<file path="config.mk">
export PLATFORM = sky130hd
export DESIGN_NAME = dlx_mc_ctrl_gen_flat
export DESIGN_NICKNAME = d
export VERILOG_FILES = /design/src/rtl/dlx_mc_ctrl_gen_if.sv /design/src/rtl/dlx_mc_ctrl_gen.sv /design/src/flat_wrapper.sv
export SDC_FILE = /design/constraint.sdc
export NUM_CORES = 1
export LEC_CHECK = 0
export CAP_MARGIN = 20
export CORE_MARGIN = 2
export CORE_UTILIZATION = 60
export CTS_CLUSTER_SIZE = 14
export DETAILED_ROUTE_END_ITERATION = 12
export DONT_BUFFER_PORTS = 1
export PLACE_DENSITY = 0.76
export SYNTH_ARGS = -nofsm -noshare
export SYNTH_HDL_FRONTEND = slang
export SYNTH_SLANG_ARGS = --single-unit
</file>
<file path="constraint.sdc">
create_clock -name clk -period 1.5 [get_ports clk]
set_input_delay 0.15 -clock clk [delete_from_list [all_inputs] [get_ports clk]]
set_output_delay 0.15 -clock clk [all_outputs]
set_load 0.02 [all_outputs]
</file>
<file path="src/rtl/dlx_mc_ctrl_gen_if.sv">
// Controller-to-datapath bundle: decoder inputs, memory handshakes and datapath enables.
// master = controller side, slave = decoder/datapath/memory side.
interface dlx_mc_ctrl_gen_if #(
    parameter int OPCODE_W = 6
);
    logic [OPCODE_W-1:0] opcode;
    logic                condition;
    logic                imem_ready;
    logic                dmem_ready;
    logic                imem_req;
    logic                dmem_req;
    logic                enable_I;
    logic                enable_PC;
    logic                sel_inc;
    logic                load_new_PC;
    logic                link;
    logic                enable_reg;
    logic                read_word;
    logic                enable_write;
    logic                instr_retired;
    logic                mem_error;
    logic [2:0]          state_o;

    modport master (
        input  opcode, condition, imem_ready, dmem_ready,
        output imem_req, dmem_req, enable_I, enable_PC, sel_inc, load_new_PC, link,
               enable_reg, read_word, enable_write, instr_retired, mem_error, state_o
    );

    modport slave (
        output opcode, condition, imem_ready, dmem_ready,
        input  imem_req, dmem_req, enable_I, enable_PC, sel_inc, load_new_PC, link,
               enable_reg, read_word, enable_write, instr_retired, mem_error, state_o
    );
endinterface

</file>
<file path="src/rtl/dlx_mc_ctrl_gen.sv">
// Multicycle DLX controller: IF/ID/EX/MEM/WB sequencer with ready handshakes and a sticky timeout ERR state.
// Mealy outputs; optional retired-instruction counter enabled by defining DLX_PERF_CNT_EN.
module dlx_mc_ctrl_gen #(
    parameter int OPCODE_W    = 6,
    parameter int MEM_TIMEOUT = 15,
    parameter int SKIP_STATES = 1,
    parameter int CNT_W       = 32
) (
    input  logic                clk,
    input  logic                reset,
    dlx_mc_ctrl_gen_if.master   bus
`ifdef DLX_PERF_CNT_EN
    ,
    output logic [CNT_W-1:0]    retired_count
`endif
);
    typedef enum logic [2:0] {
        S_IF  = 3'd0,
        S_ID  = 3'd1,
        S_EX  = 3'd2,
        S_MEM = 3'd3,
        S_WB  = 3'd4,
        S_ERR = 3'd5
    } state_t;

    typedef struct packed {
        logic imem_req;
        logic dmem_req;
        logic enable_I;
        logic enable_PC;
        logic sel_inc;
        logic load_new_PC;
        logic link;
        logic enable_reg;
        logic read_word;
        logic enable_write;
        logic instr_retired;
        logic mem_error;
    } ctl_t;

    localparam int            TW    = (MEM_TIMEOUT < 2) ? 1 : $clog2(MEM_TIMEOUT + 1);
    localparam logic [TW-1:0] T_MAX = TW'(MEM_TIMEOUT);

    localparam logic [OPCODE_W-1:0] OP_J    = OPCODE_W'(6'h02);
    localparam logic [OPCODE_W-1:0] OP_JAL  = OPCODE_W'(6'h03);
    localparam logic [OPCODE_W-1:0] OP_BEQZ = OPCODE_W'(6'h04);
    localparam logic [OPCODE_W-1:0] OP_BENZ = OPCODE_W'(6'h05);
    localparam logic [OPCODE_W-1:0] OP_JR   = OPCODE_W'(6'h12);
    localparam logic [OPCODE_W-1:0] OP_JALR = OPCODE_W'(6'h13);
    localparam logic [OPCODE_W-1:0] OP_LW   = OPCODE_W'(6'h23);
    localparam logic [OPCODE_W-1:0] OP_SW   = OPCODE_W'(6'h2B);

    state_t        state_q, state_d;
    logic [TW-1:0] cnt_q, cnt_d;
    ctl_t          ctl, ctl_o;
    logic          waiting;

    logic is_jr, is_link, is_jump, is_br, is_lw, is_sw, is_mem;
    assign is_jr   = (bus.opcode == OP_JR)  || (bus.opcode == OP_JALR);
    assign is_link = (bus.opcode == OP_JAL) || (bus.opcode == OP_JALR);
    assign is_jump = is_jr || is_link || (bus.opcode == OP_J);
    assign is_br   = (bus.opcode == OP_BEQZ) || (bus.opcode == OP_BENZ);
    assign is_lw   = (bus.opcode == OP_LW);
    assign is_sw   = (bus.opcode == OP_SW);
    assign is_mem  = is_lw || is_sw;

    always_comb begin
        ctl     = '0;
        state_d = state_q;
        waiting = 1'b0;
        case (state_q)
            S_IF: begin
                ctl.imem_req = 1'b1;
                ctl.sel_inc  = 1'b1;
                if (bus.imem_ready) begin
                    ctl.enable_I  = 1'b1;
                    ctl.enable_PC = 1'b1;
                    state_d       = S_ID;
                end else begin
                    waiting = 1'b1;
                end
            end
            S_ID: state_d = S_EX;
            S_EX: begin
                ctl.enable_PC   = is_jump || (is_br && bus.condition);
                ctl.load_new_PC = is_jr;
                ctl.link        = is_link;
                ctl.enable_reg  = is_link;
                if (is_mem || SKIP_STATES == 0) state_d = S_MEM;
                else if (is_jump || is_br)      state_d = S_IF;
                else                            state_d = S_WB;
            end
            S_MEM: begin
                if (is_mem) begin
                    ctl.dmem_req     = 1'b1;
                    ctl.enable_write = is_sw;
                    if (bus.dmem_ready) state_d = (is_sw && SKIP_STATES != 0) ? S_IF : S_WB;
                    else                waiting = 1'b1;
                end else begin
                    state_d = S_WB;
                end
            end
            S_WB: begin
                ctl.enable_reg = !is_sw;
                ctl.read_word  = is_lw;
                state_d        = S_IF;
            end
            S_ERR:   ctl.mem_error = 1'b1;
            default: state_d = S_ERR;
        endcase

        // Ready arriving on the deadline cycle has already advanced state_d, so it wins.
        if (waiting && MEM_TIMEOUT != 0 && cnt_q == T_MAX) state_d = S_ERR;

        cnt_d = cnt_q;
        if (state_d != state_q)          cnt_d = '0;
        else if (waiting && cnt_q != T_MAX) cnt_d = cnt_q + 1'b1;

        ctl.instr_retired = (state_q != S_IF) && (state_q != S_ERR) && (state_d == S_IF);
        ctl_o = reset ? '0 : ctl;
    end

    always_ff @(posedge clk) begin
        if (reset) begin
            state_q <= S_IF;
            cnt_q   <= '0;
        end else begin
            state_q <= state_d;
            cnt_q   <= cnt_d;
        end
    end

    assign bus.imem_req      = ctl_o.imem_req;
    assign bus.dmem_req      = ctl_o.dmem_req;
    assign bus.enable_I      = ctl_o.enable_I;
    assign bus.enable_PC     = ctl_o.enable_PC;
    assign bus.sel_inc       = ctl_o.sel_inc;
    assign bus.load_new_PC   = ctl_o.load_new_PC;
    assign bus.link          = ctl_o.link;
    assign bus.enable_reg    = ctl_o.enable_reg;
    assign bus.read_word     = ctl_o.read_word;
    assign bus.enable_write  = ctl_o.enable_write;
    assign bus.instr_retired = ctl_o.instr_retired;
    assign bus.mem_error     = ctl_o.mem_error;
    assign bus.state_o       = reset ? 3'd0 : state_q;

`ifdef DLX_PERF_CNT_EN
    logic [CNT_W-1:0] retired_count_q, retired_count_d;

    always_comb begin
        retired_count_d = retired_count_q;
        if (ctl_o.instr_retired) retired_count_d = retired_count_q + 1'b1;
    end

    always_ff @(posedge clk) begin
        if (reset) retired_count_q <= '0;
        else       retired_count_q <= retired_count_d;
    end

    assign retired_count = retired_count_q;
`endif
endmodule

</file>
<file path="src/flat_wrapper.sv">
// flat-port wrapper written by rule: the top's interface ports become plain ports
module dlx_mc_ctrl_gen_flat 
#(
    parameter int OPCODE_W    = 6,
    parameter int MEM_TIMEOUT = 15,
    parameter int SKIP_STATES = 1,
    parameter int CNT_W       = 32
)
  (clk, reset, bus_opcode, bus_condition, bus_imem_ready, bus_dmem_ready, bus_imem_req, bus_dmem_req, bus_enable_I, bus_enable_PC, bus_sel_inc, bus_load_new_PC, bus_link, bus_enable_reg, bus_read_word, bus_enable_write, bus_instr_retired, bus_mem_error, bus_state_o);
  dlx_mc_ctrl_gen_if #(.OPCODE_W(OPCODE_W)) bus_i ();
  input  logic clk;
  input  logic reset;
  input wire logic [$bits(bus_i.opcode)-1:0] bus_opcode;
  input wire logic [$bits(bus_i.condition)-1:0] bus_condition;
  input wire logic [$bits(bus_i.imem_ready)-1:0] bus_imem_ready;
  input wire logic [$bits(bus_i.dmem_ready)-1:0] bus_dmem_ready;
  output wire logic [$bits(bus_i.imem_req)-1:0] bus_imem_req;
  output wire logic [$bits(bus_i.dmem_req)-1:0] bus_dmem_req;
  output wire logic [$bits(bus_i.enable_I)-1:0] bus_enable_I;
  output wire logic [$bits(bus_i.enable_PC)-1:0] bus_enable_PC;
  output wire logic [$bits(bus_i.sel_inc)-1:0] bus_sel_inc;
  output wire logic [$bits(bus_i.load_new_PC)-1:0] bus_load_new_PC;
  output wire logic [$bits(bus_i.link)-1:0] bus_link;
  output wire logic [$bits(bus_i.enable_reg)-1:0] bus_enable_reg;
  output wire logic [$bits(bus_i.read_word)-1:0] bus_read_word;
  output wire logic [$bits(bus_i.enable_write)-1:0] bus_enable_write;
  output wire logic [$bits(bus_i.instr_retired)-1:0] bus_instr_retired;
  output wire logic [$bits(bus_i.mem_error)-1:0] bus_mem_error;
  output wire logic [$bits(bus_i.state_o)-1:0] bus_state_o;
  assign bus_i.opcode = bus_opcode;
  assign bus_i.condition = bus_condition;
  assign bus_i.imem_ready = bus_imem_ready;
  assign bus_i.dmem_ready = bus_dmem_ready;
  assign bus_imem_req = bus_i.imem_req;
  assign bus_dmem_req = bus_i.dmem_req;
  assign bus_enable_I = bus_i.enable_I;
  assign bus_enable_PC = bus_i.enable_PC;
  assign bus_sel_inc = bus_i.sel_inc;
  assign bus_load_new_PC = bus_i.load_new_PC;
  assign bus_link = bus_i.link;
  assign bus_enable_reg = bus_i.enable_reg;
  assign bus_read_word = bus_i.read_word;
  assign bus_enable_write = bus_i.enable_write;
  assign bus_instr_retired = bus_i.instr_retired;
  assign bus_mem_error = bus_i.mem_error;
  assign bus_state_o = bus_i.state_o;
  dlx_mc_ctrl_gen #(.OPCODE_W(OPCODE_W), .MEM_TIMEOUT(MEM_TIMEOUT), .SKIP_STATES(SKIP_STATES), .CNT_W(CNT_W)) u_core (.clk(clk), .reset(reset), .bus(bus_i));
endmodule
</file>
==> impl_metrics.toml, run 1 <==
[run_status]
outcome = "did not finish"
failing_step = "5_1_grt"
error_line = "[ERROR DPL-0038] Utilization greater than 100%, impossible to legalize"

[cts]
worst_case_clock_buffer_depth = 2
cts_made_buffers = 3
root_cell_of_the_clock_tree = "clkbuf_4"
htreeDepth = 1
cts_num_sinks = 7

[logic_synthesis]
synth.area.top_cells = "dfxtp_1 (17%), nor3_1 (5.5%), nand2_1 (5.5%)"
synth-edff-count = 0
yosysWarningCount = 0
synth_top_area_share = 0.170
syn_inst = 107
ys_async_sr_fraction = 0
synth.distinct_cells = 45
synth_top_area_cell = "dfxtp_1"
synth_seq_area_share = 0.170
postSynthRegisterBits = 7
synthesis.area_per_instance_sq_um = 7.68
ys_flop_type = "dfxtp_1"
syn_nets = 119
synthesis.area_sq_um = 822

[floorplanning]
initial_util = 0.640
floorplan.die.height_um = 41.0
top_level_ports = 26
die_width_um = 41.0
row_count = 13

[global_routing]
pin_count_of_the_biggest_net_entering_global_routing = 11

[placement]
gp_congestion = 0.863
placement.io_buffers = 0
hpwlAfterDp_um = 1650
place.detailed.instances = 140

[sta]
worst-ep-kind = "output port"
globalroute.repair_timing.worst_endpoint = "bus_instr_retired"
## what timing repair did
item                       in CTS
hold endpoints to repair        3
setup endpoints to repair       9
gates cloned                    0
buffers inserted                5
pin swaps                      10
gates resized for setup        21
hold buffers                    1
## synthesized netlist by cell type (all sizes together) (2+ instances only)
master	number
a21oi	5
a31oi	5
and2	4
and3	2
buf	6
clkbuf	2
dfxtp	7
inv	4
mux2i	3
nand2	13
nand2b	3
nand3	2
nand4b	2
nor2	10
nor2b	3
nor3	10
nor4	3
o211ai	2
o21a	2
o21ai	5
or2b	3
## per-stage QoR
stage	utilization	cell area, sq um	TNS [ns]	setup slack [ns]
after detailed placement	0.781	1000	0	0.0387
after global placement	0.781	1000	0	0.0487
after CTS	0.892	1150	-0.125	-0.0394
after floorplan	-	863	0	0.00442
## cell families after synthesis
kind of cell | count (synthesis) | share of synthesized area
muxes | 3 | 0.0365
DFF | 7 | 0.170
buffers and inverters | 12 | 0.108
adders and majority gates | 1 | 0.0152
and+or+nand+nor | 59 | 0.429
AOI/OAI and AO/OA | 24 | 0.230
xor gates and xnor gates | 1 | 0.0107
==> run 2: changes to the inputs <==
Settings changed: CORE_AREA from default to 2 2 63 65, CORE_MARGIN 2 to default, CORE_UTILIZATION 60 to default, CTS_CLUSTER_SIZE 14 to default, DIE_AREA from default to 0 0 65 67, PLACE_DENSITY 0.76 to default, PLACE_DENSITY_LB_ADDON from default to 0.15.
==> run 2 against run 1 <==
Effect of this change: the flow now finishes, with violations (negative setup slack); area after synthesis stayed put; synthesized cell count stayed put.
==> impl_metrics.toml, run 2 <==
[logic_synthesis]
synth_top_area_cell = "dfxtp_1"
syn_inst = 107
synth.area.top_cells = "dfxtp_1 (17%), nor3_1 (5.5%), nand2_1 (5.5%)"
synth_common_cells = "nand2_1 (12), nor2_1 (10), nor3_1 (9), dfxtp_1 (7), a21oi_1 (5)"
synth_top_area_share = 0.170
postSynthRegisterBits = 7
synth_seq_area_share = 0.170
syn_nets = 119
synthesis.area_sq_um = 822
ys_flop_type = "dfxtp_1"
yosysMostFrequentCell = "nand2_1"
synth-edff-count = 0
synth.distinct_cells = 45
synthesis.area_per_instance_sq_um = 7.68
yosysWarningCount = 0
ys_async_sr_fraction = 0

[sta]
grt_setup_unrepaired = "true"
timing.slew.headroom = 0.778
finalSetupTns_ns = -0.0404
clock.fmax_mhz = 649
ratio_of_final_minimum_period_to_clock_period = 1.03
period_minus_slack_ns = 1.54
final.setup.worst_slack_ns = -0.0404
final-hold-violation-count = 0
setup-violations-final = 1
timing.clock.skew_ns = 0.000679
drv_slew = 0
timing_worst_slew_pin_value_ns = 0.331

[finish]
regMostFlops = "u_core.cnt_q"
layout.cells.most_common_list = "buf_4 (29), nand2_1 (10), nor2_1 (7)"
registers_with_the_most_flip_flops = "u_core.cnt_q (4), u_core.state_q (3)"
antenna-diode-count = 0
most_common_library_cell_in_the_layout_ignoring_fill_and_taps = "buf_4"
largest_register_ffs = 4
instances_no_fill = 185
area_delta_synth_final_pct = 50.8
final_layout_size_suffix_gt1_frac = 0.533
fin_nets = 150

[worst_setup_path]
worstPathMaxFanout = 7
kind_of_critical_path = "flip-flop to output port"
cp-start-kind = "flip-flop"
end_kind = "output port"
worst-endpoint-arrival_ns = 1.39
required_ns = 1.35

[global_routing]
most_crowded_layer_gr = "met2"
globalRouteMet2Util = 0.183
groute.layer.met3.usage = 0.0186
grt_antenna_before_repair = 0
via_count_of_the_first_global_routing_pass = 879
grt_util_overall = 0.113
grt_remaining_overflow = 0
grt_first_pass_wirelength_um = 3820
groute.layer.met1.usage = 0.144
pin_count_of_the_biggest_net_entering_global_routing = 11

[placement]
gp_congestion = 0.793
place.detailed.instances = 177
placement.io_buffers = 0
hpwlAfterDp_um = 1940

[cts]
cts_made_buffers = 3
worst_case_clock_buffer_depth = 2
htreeDepth = 1
cts.clk_slew.worst_paths_ns = 0.04
clk-insertion-delay-late_ns = 0.23
cts_num_sinks = 7
cts_tree = "done"
root_cell_of_the_clock_tree = "clkbuf_8"

[pwr]
peakVddDrop_v = 0.000525
power.leakage_nw = 0.500
power_density_nw_per_um2 = 571

[job]
drv_cap = 0

[floorplanning]
top_level_ports = 26
row_count = 22
initial_util = 0.228
floorplan.die.height_um = 67
floorplan.die_area_sq_um = 4360
die_width_um = 65
core_sq_um = 3610

[drt]
wire_per_inst_um = 13.4
drc_errors = 0
route.vias.total = 913
vias_per_cell = 4.94
violation_count_after_the_first_detailed_routing_iteration = 31
detailedRoute.firstPassIterationCount = 4
routed_wl_um = 2480
ant_nets = 0

[run_status]
outcome = "complete, but fails checks"
failed_checks = "negative setup slack"

[min_path]
min_path_type = "input pin to flip-flop"
[run 2: cell counts after synthesis]
Identical to the previous run, type by type.
[run 2: worst max-delay path, stage by stage, from the launching register on]
cell	delay, ns
dfxtp_4	0.40
buf_6	0.12
nor3_4	0.04
o31ai_4	0.31
and3_4	0.28
[run 2: final timing paths]
check / start / to / slack [ns] / cells after the start
max reg2reg: u_core.state_q[2]$_SDFF_PP0_ / u_core.cnt_q[2]$_SDFFE_PP0P_ / 0.03 / 6
min reg2reg: u_core.cnt_q[1]$_SDFFE_PP0P_ / u_core.cnt_q[1]$_SDFFE_PP0P_ / 0.54 / 2
min: reset / u_core.cnt_q[0]$_SDFFE_PP0P_ / 0.15 / 3
max: u_core.state_q[0]$_SDFF_PP0_ / bus_instr_retired / -0.04 / 4
[run 2: cells by family (layout without fill, tap and decap cells)]
logic type,Yosys count,after routing,synth area share
flip-flops,7,7,0.170
AND/OR/NAND/NOR,59,59,0.429
AO/OA/AOI/OAI,24,24,0.230
XOR/XNOR,1,1,0.0107
buffers and inverters,12,42,0.108
adder cells (fa/ha/maj),1,1,0.0152
multiplexers,3,3,0.0365
[run 2: power by group]
part | internal (mW) | switching (mW)
clock | 0.184 | 0.0828
combinational | 0.119 | 0.117
sequential | 0.192 | 0.0136
[run 2: cell type report]
cell class                      count  area, sq um
Fill cell                         393         2370
Multi-Input combinational cell     88          696
Timing Repair Buffer               34          273
Sequential cell                     7          151
Tap cell                           48         60.1
Clock buffer                        4         45.0
Inverter                            4         15.0
[run 2: timing repair]
item	4_1_cts	5_1_grt
setup endpoints to repair	17	12
hold buffers	1	0
hold endpoints to repair	3	0
setup buffers	2	2
pin swaps	4	11
resized for setup	14	19
[run 2: metrics by stage]
stage	setup slack, ns	hold WS (ns)	power [mW]	utilization	area [sq um]
global placement	-0.133	0.230	0.418	0.298	1070
CTS	-0.0439	0.158	0.702	0.329	1180
global route	-0.0793	0.181	0.749	0.344	1240
floorplan	0.00442	0.347	0.357	-	863
finish	-0.0404	0.153	0.708	0.344	1240
detailed placement	-0.119	0.233	0.416	0.298	1070
[run 2: metal layers]
layer  vias up  share of wire
met5         -              0
met4         0          0.018
met3         6          0.052
met2        33           0.47
met1       430           0.46
li1        444              -
Power figures use the tool's default switching activity.
==> run 3: changes to the inputs <==
Settings changed: SKIP_CTS_REPAIR_TIMING from default to 1.
==> run 3 against run 2 <==
Effect of this change: the run still ends with negative setup slack left; clock skew about the same; power down 1.4%; non-clock buffer count down 2; maximum frequency down 2.9%; register-to-register slack worse by 0.08 ns; clock power about the same; combinational power down 4%; core utilization down 1.0 points.
==> impl_metrics.toml, run 3 (synthesis gave the netlist of run 2 again) <==
[run_status]
outcome = "complete, but fails checks"
failed_checks = "negative setup slack"

[job]
drv_cap = 0

[pwr]
peakVddDrop_v = 0.000528
sw_frac_of_total = 0.301
power_density_nw_per_um2 = 580
power.net_switching_uw = 210
relative_contribution_of_the_clock_network_to_total_power = 0.382
power.internal_uw = 488
p_seq_frac = 0.294
power.leakage_nw = 0.490
combinationalPowerShare = 0.324

[floorplanning]
core_sq_um = 3610
floorplan.die_area_sq_um = 4360
initial_util = 0.228
top_level_ports = 26
die_width_um = 65
floorplan.die.height_um = 67
row_count = 22

[finish]
most_common_library_cell_in_the_layout_ignoring_fill_and_taps = "buf_4"
area_delta_synth_final_pct = 46.4
postLayoutCellArea_sq_um = 1200
multiInputGateArea_sq_um = 686
regMostFlops = "u_core.cnt_q"
final_layout_size_suffix_gt1_frac = 0.489
layout.cells.most_common_list = "buf_4 (30), nand2_1 (11), nor2_1 (8)"
antenna-diode-count = 0
number_of_filler_instances_in_the_final_layout = 393
utilization_after_layout = 0.334
fin_nets = 148
sequential_cell_area_sq_um = 151
registers_with_the_most_flip_flops = "u_core.cnt_q (4), u_core.state_q (3)"
largest_register_ffs = 4

[global_routing]
via_count_of_the_first_global_routing_pass = 864
grt_util_overall = 0.114
grt_remaining_overflow = 0
grt_antenna_before_repair = 0
pin_count_of_the_biggest_net_entering_global_routing = 13
grt_first_pass_wirelength_um = 3840

[sta]
final.setup.worst_slack_ns = -0.0869
period_minus_slack_ns = 1.59
timing.slew.headroom = 0.750
final-hold-violation-count = 0
timing_worst_slew_pin_value_ns = 0.372
drv_slew = 0
finalHoldWorstSlack_ns = 0.157
ratio_of_final_minimum_period_to_clock_period = 1.06
grt_setup_unrepaired = "true"
timing.clock.skew_ns = 0.000441
setup-violations-final = 6
clock.fmax_mhz = 630
finalSetupTns_ns = -0.327

[drt]
ant_nets = 0
drc_errors = 0
route.vias.total = 883
violation_count_after_the_first_detailed_routing_iteration = 27
vias_per_cell = 4.83
detailedRoute.firstPassIterationCount = 4
wire_per_inst_um = 13.0
routed_wl_um = 2380

[placement]
hpwlAfterDp_um = 1940
gp_congestion = 0.793
placement.io_buffers = 0
post_dp_cell_area_sq_um = 1070

[worst_setup_path]
end_kind = "output port"
critPathSlowestCell = "nor4_4"
kind_of_critical_path = "flip-flop to output port"
required_ns = 1.35
critPathMaxStageDelay_ns = 0.41
crit_family = "simple AND/OR/NAND/NOR gates"
cp-start-kind = "flip-flop"
worstPathMaxFanout = 7
cp_bufs_invs = 0
timing.critical_path.cells = "nand2_4 -> nor4_4 -> o31ai_4 -> and3_4"
worst-endpoint-arrival_ns = 1.44

[cts]
clk-insertion-delay-late_ns = 0.23
cts_made_buffers = 3
root_cell_of_the_clock_tree = "clkbuf_8"
cts_tree = "done"
htreeDepth = 1
cts_num_sinks = 7
worst_case_clock_buffer_depth = 2
cts.clk_slew.worst_paths_ns = 0.04

[min_path]
min_path_type = "input pin to flip-flop"
run 3: per-layer routing:
layer / track usage / part of all wire
met1: 0.146 / 0.49
met2: 0.182 / 0.46
met3: 0.0186 / 0.039
met4: 0.0612 / 0.016
met5: 0 / 0
run 3: final timing paths:
kind | startpoint | cells after the start | slack, ns | to
max | u_core.state_q[0]$_SDFF_PP0_ | 4 | -0.09 | bus_instr_retired
min | reset | 3 | 0.16 | u_core.cnt_q[0]$_SDFFE_PP0P_
max reg2reg | u_core.state_q[0]$_SDFF_PP0_ | 5 | -0.05 | u_core.cnt_q[2]$_SDFFE_PP0P_
min reg2reg | u_core.cnt_q[1]$_SDFFE_PP0P_ | 2 | 0.55 | u_core.cnt_q[1]$_SDFFE_PP0P_
run 3: layout make-up:
class | instances | area share
Timing Repair Buffer | 32 | 0.205
Inverter | 4 | 0.0125
Tap cell | 48 | 0.0499
Multi-Input combinational cell | 88 | 0.570
Sequential cell | 7 | 0.126
Clock buffer | 4 | 0.0374
run 3: worst min-delay path: stages:
cell	delay [ns]
inv_1	0.03
o211ai_2	0.10
nor3_1	0.06
run 3: power by group through the flow:
stage               logic (mW)  registers, mW  clock network [mW]
floorplan                0.156          0.201                   0
global placement         0.209          0.209                   0
detailed placement       0.207          0.209                   0
CTS                      0.208          0.206               0.276
global route             0.246          0.207               0.289
finish                   0.226          0.205               0.267
run 3: metrics by stage:
stage / setup slack [ns] / power [mW] / instances
final: -0.0869 / 0.698 / 183
after global routing: -0.141 / 0.741 / 183
after CTS: -0.237 / 0.690 / 181
after detailed placement: -0.119 / 0.416 / 177
after global placement: -0.133 / 0.418 / 177
after floorplan: 0.00442 / 0.357 / 107
==> run 4: changes to the inputs <==
Settings changed: CELL_PAD_IN_SITES_DETAIL_PLACEMENT from default to 0, CELL_PAD_IN_SITES_GLOBAL_PLACEMENT from default to 1, GPL_ROUTABILITY_DRIVEN from default to 0.
==> run 4 against run 3 <==
Effect of this change: the flow still finishes with violations (negative setup slack); core utilization up 0.069 points; combinational power about the same; critical path depth stayed put; sequential share of layout area hardly changed; clock power shrank 6%; critical endpoint unchanged; setup slack better by 0.022 ns; routed wire length increased by 1.8%.
==> impl_metrics.toml, run 4 (synthesis gave the netlist of run 2 again) <==
[drt]
wire_per_inst_um = 13.2
violation_count_after_the_first_detailed_routing_iteration = 18
route.vias.total = 846
detailedRoute.firstPassIterationCount = 3
drc_errors = 0
ant_nets = 0
routed_wl_um = 2420
vias_per_cell = 4.62

[global_routing]
grt_util_overall = 0.113
grt_first_pass_wirelength_um = 3840
via_count_of_the_first_global_routing_pass = 805
groute.layer.met1.usage = 0.134
globalRouteMet2Util = 0.204
most_crowded_layer_gr = "met2"
grt_remaining_overflow = 0
pin_count_of_the_biggest_net_entering_global_routing = 13
grt_antenna_before_repair = 0
groute.layer.met3.usage = 0.0253

[finish]
registers_with_the_most_flip_flops = "u_core.cnt_q (4), u_core.state_q (3)"
regMostFlops = "u_core.cnt_q"
layout.cells.most_common_list = "buf_4 (29), nand2_1 (12), nor2_1 (8)"
area_delta_synth_final_pct = 46.7
final_layout_size_suffix_gt1_frac = 0.481
largest_register_ffs = 4
antenna-diode-count = 0
fin_nets = 148
postLayoutCellArea_sq_um = 1210
most_common_library_cell_in_the_layout_ignoring_fill_and_taps = "buf_4"
instances_no_fill = 183
number_of_filler_instances_in_the_final_layout = 400

[worst_setup_path]
end_kind = "output port"
worst-endpoint-arrival_ns = 1.42
required_ns = 1.35
cp-start-kind = "flip-flop"
ff2ff_path_depth = 6
r2r_start = "u_core.state_q[1]$_SDFF_PP0_"
worstPathMaxFanout = 5
kind_of_critical_path = "flip-flop to output port"
worst_reg2reg_setup_slack_ns = -0.03
r2r-end = "u_core.cnt_q[1]$_SDFFE_PP0P_"

[sta]
ratio_of_final_minimum_period_to_clock_period = 1.04
finalHoldWorstSlack_ns = 0.00740
grt_setup_unrepaired = "true"
final-hold-violation-count = 0
final.setup.worst_slack_ns = -0.0651
setup-violations-final = 4
finalSetupTns_ns = -0.170
timing.slew.headroom = 0.754
timing.clock.skew_ns = 0.00141
drv_slew = 0
clock.fmax_mhz = 639
timing_worst_slew_pin_value_ns = 0.366
period_minus_slack_ns = 1.57

[pwr]
power_density_nw_per_um2 = 563
peakVddDrop_v = 0.000316
power.leakage_nw = 0.493

[min_path]
min_delay_path_depth = 1
hold_end = "u_core.state_q[1]$_SDFF_PP0_"
min_path_type = "input pin to flip-flop"
hold_path_startpoint = "reset"

[placement]
dp_slack_ns = -0.184
hpwlAfterDp_um = 1950
post_dp_cell_area_sq_um = 1040
placement.io_buffers = 0
place.detailed.instances = 172

[cts]
clk-insertion-delay-late_ns = 0.22
cts_made_buffers = 3
htreeDepth = 1
cts.clk_slew.worst_paths_ns = 0.04
root_cell_of_the_clock_tree = "clkbuf_8"
cts_num_sinks = 7
cts_tree = "done"
worst_case_clock_buffer_depth = 2

[floorplanning]
initial_util = 0.228
floorplan.die.height_um = 67
row_count = 22
core_sq_um = 3610
top_level_ports = 26
die_width_um = 65
floorplan.die_area_sq_um = 4360

[run_status]
outcome = "complete, but fails checks"
failed_checks = "negative setup slack"

[job]
drv_cap = 0
-- run 4: area by class of cell --
class | instances | area (sq um) | share of cell area
Clock buffer | 4 | 45.0 | 0.0373
Inverter | 4 | 15.0 | 0.0124
Multi-Input combinational cell | 88 | 676 | 0.560
Sequential cell | 7 | 151 | 0.126
Tap cell | 48 | 60.1 | 0.0498
Timing Repair Buffer | 32 | 259 | 0.215
-- run 4: metal layers --
layer	wire (um)	vias to the layer above
met5	0	-
met4	8	0
met3	133	2
met2	1240	17
met1	1040	389
li1	-	438
-- run 4: critical path, cell delays in order (launching register included) --
cell	delay [ns]
dfxtp_4	0.39
nand2_4	0.06
nor4_4	0.40
o31ai_4	0.13
and3_4	0.21
-- run 4: through the flow --
stage	utilization	total power [mW]
after floorplan	-	0.357
after global placement	0.288	0.402
after detailed placement	0.288	0.401
after CTS	0.300	0.659
after global routing	0.334	0.726
final	0.334	0.679
-- run 4: worst max path at each step --
| stage | from | end | slack [ns] |
|---|---|---|---|
| 2_1_floorplan | u_core.state_q[0]$_SDFF_PP0_ | bus_enable_reg | 0.004 |
| 3_3_place_gp | u_core.state_q[0]$_SDFF_PP0_ | u_core.cnt_q[2]$_SDFFE_PP0P_ | -0.16 |
| 3_5_place_dp | u_core.state_q[0]$_SDFF_PP0_ | u_core.cnt_q[0]$_SDFFE_PP0P_ | -0.18 |
| 4_1_cts | u_core.state_q[0]$_SDFF_PP0_ | bus_instr_retired | -0.35 |
| 5_1_grt | u_core.state_q[0]$_SDFF_PP0_ | bus_enable_reg | -0.14 |
| 6_report | u_core.state_q[1]$_SDFF_PP0_ | bus_instr_retired | -0.07 |
-- run 4: power by group --
part,switching (mW),leakage [nW],internal [mW]
registers,0.0132,0.0590,0.192
clock network,0.0674,0.0228,0.183
logic,0.110,0.411,0.113
total,0.191,0.493,0.488
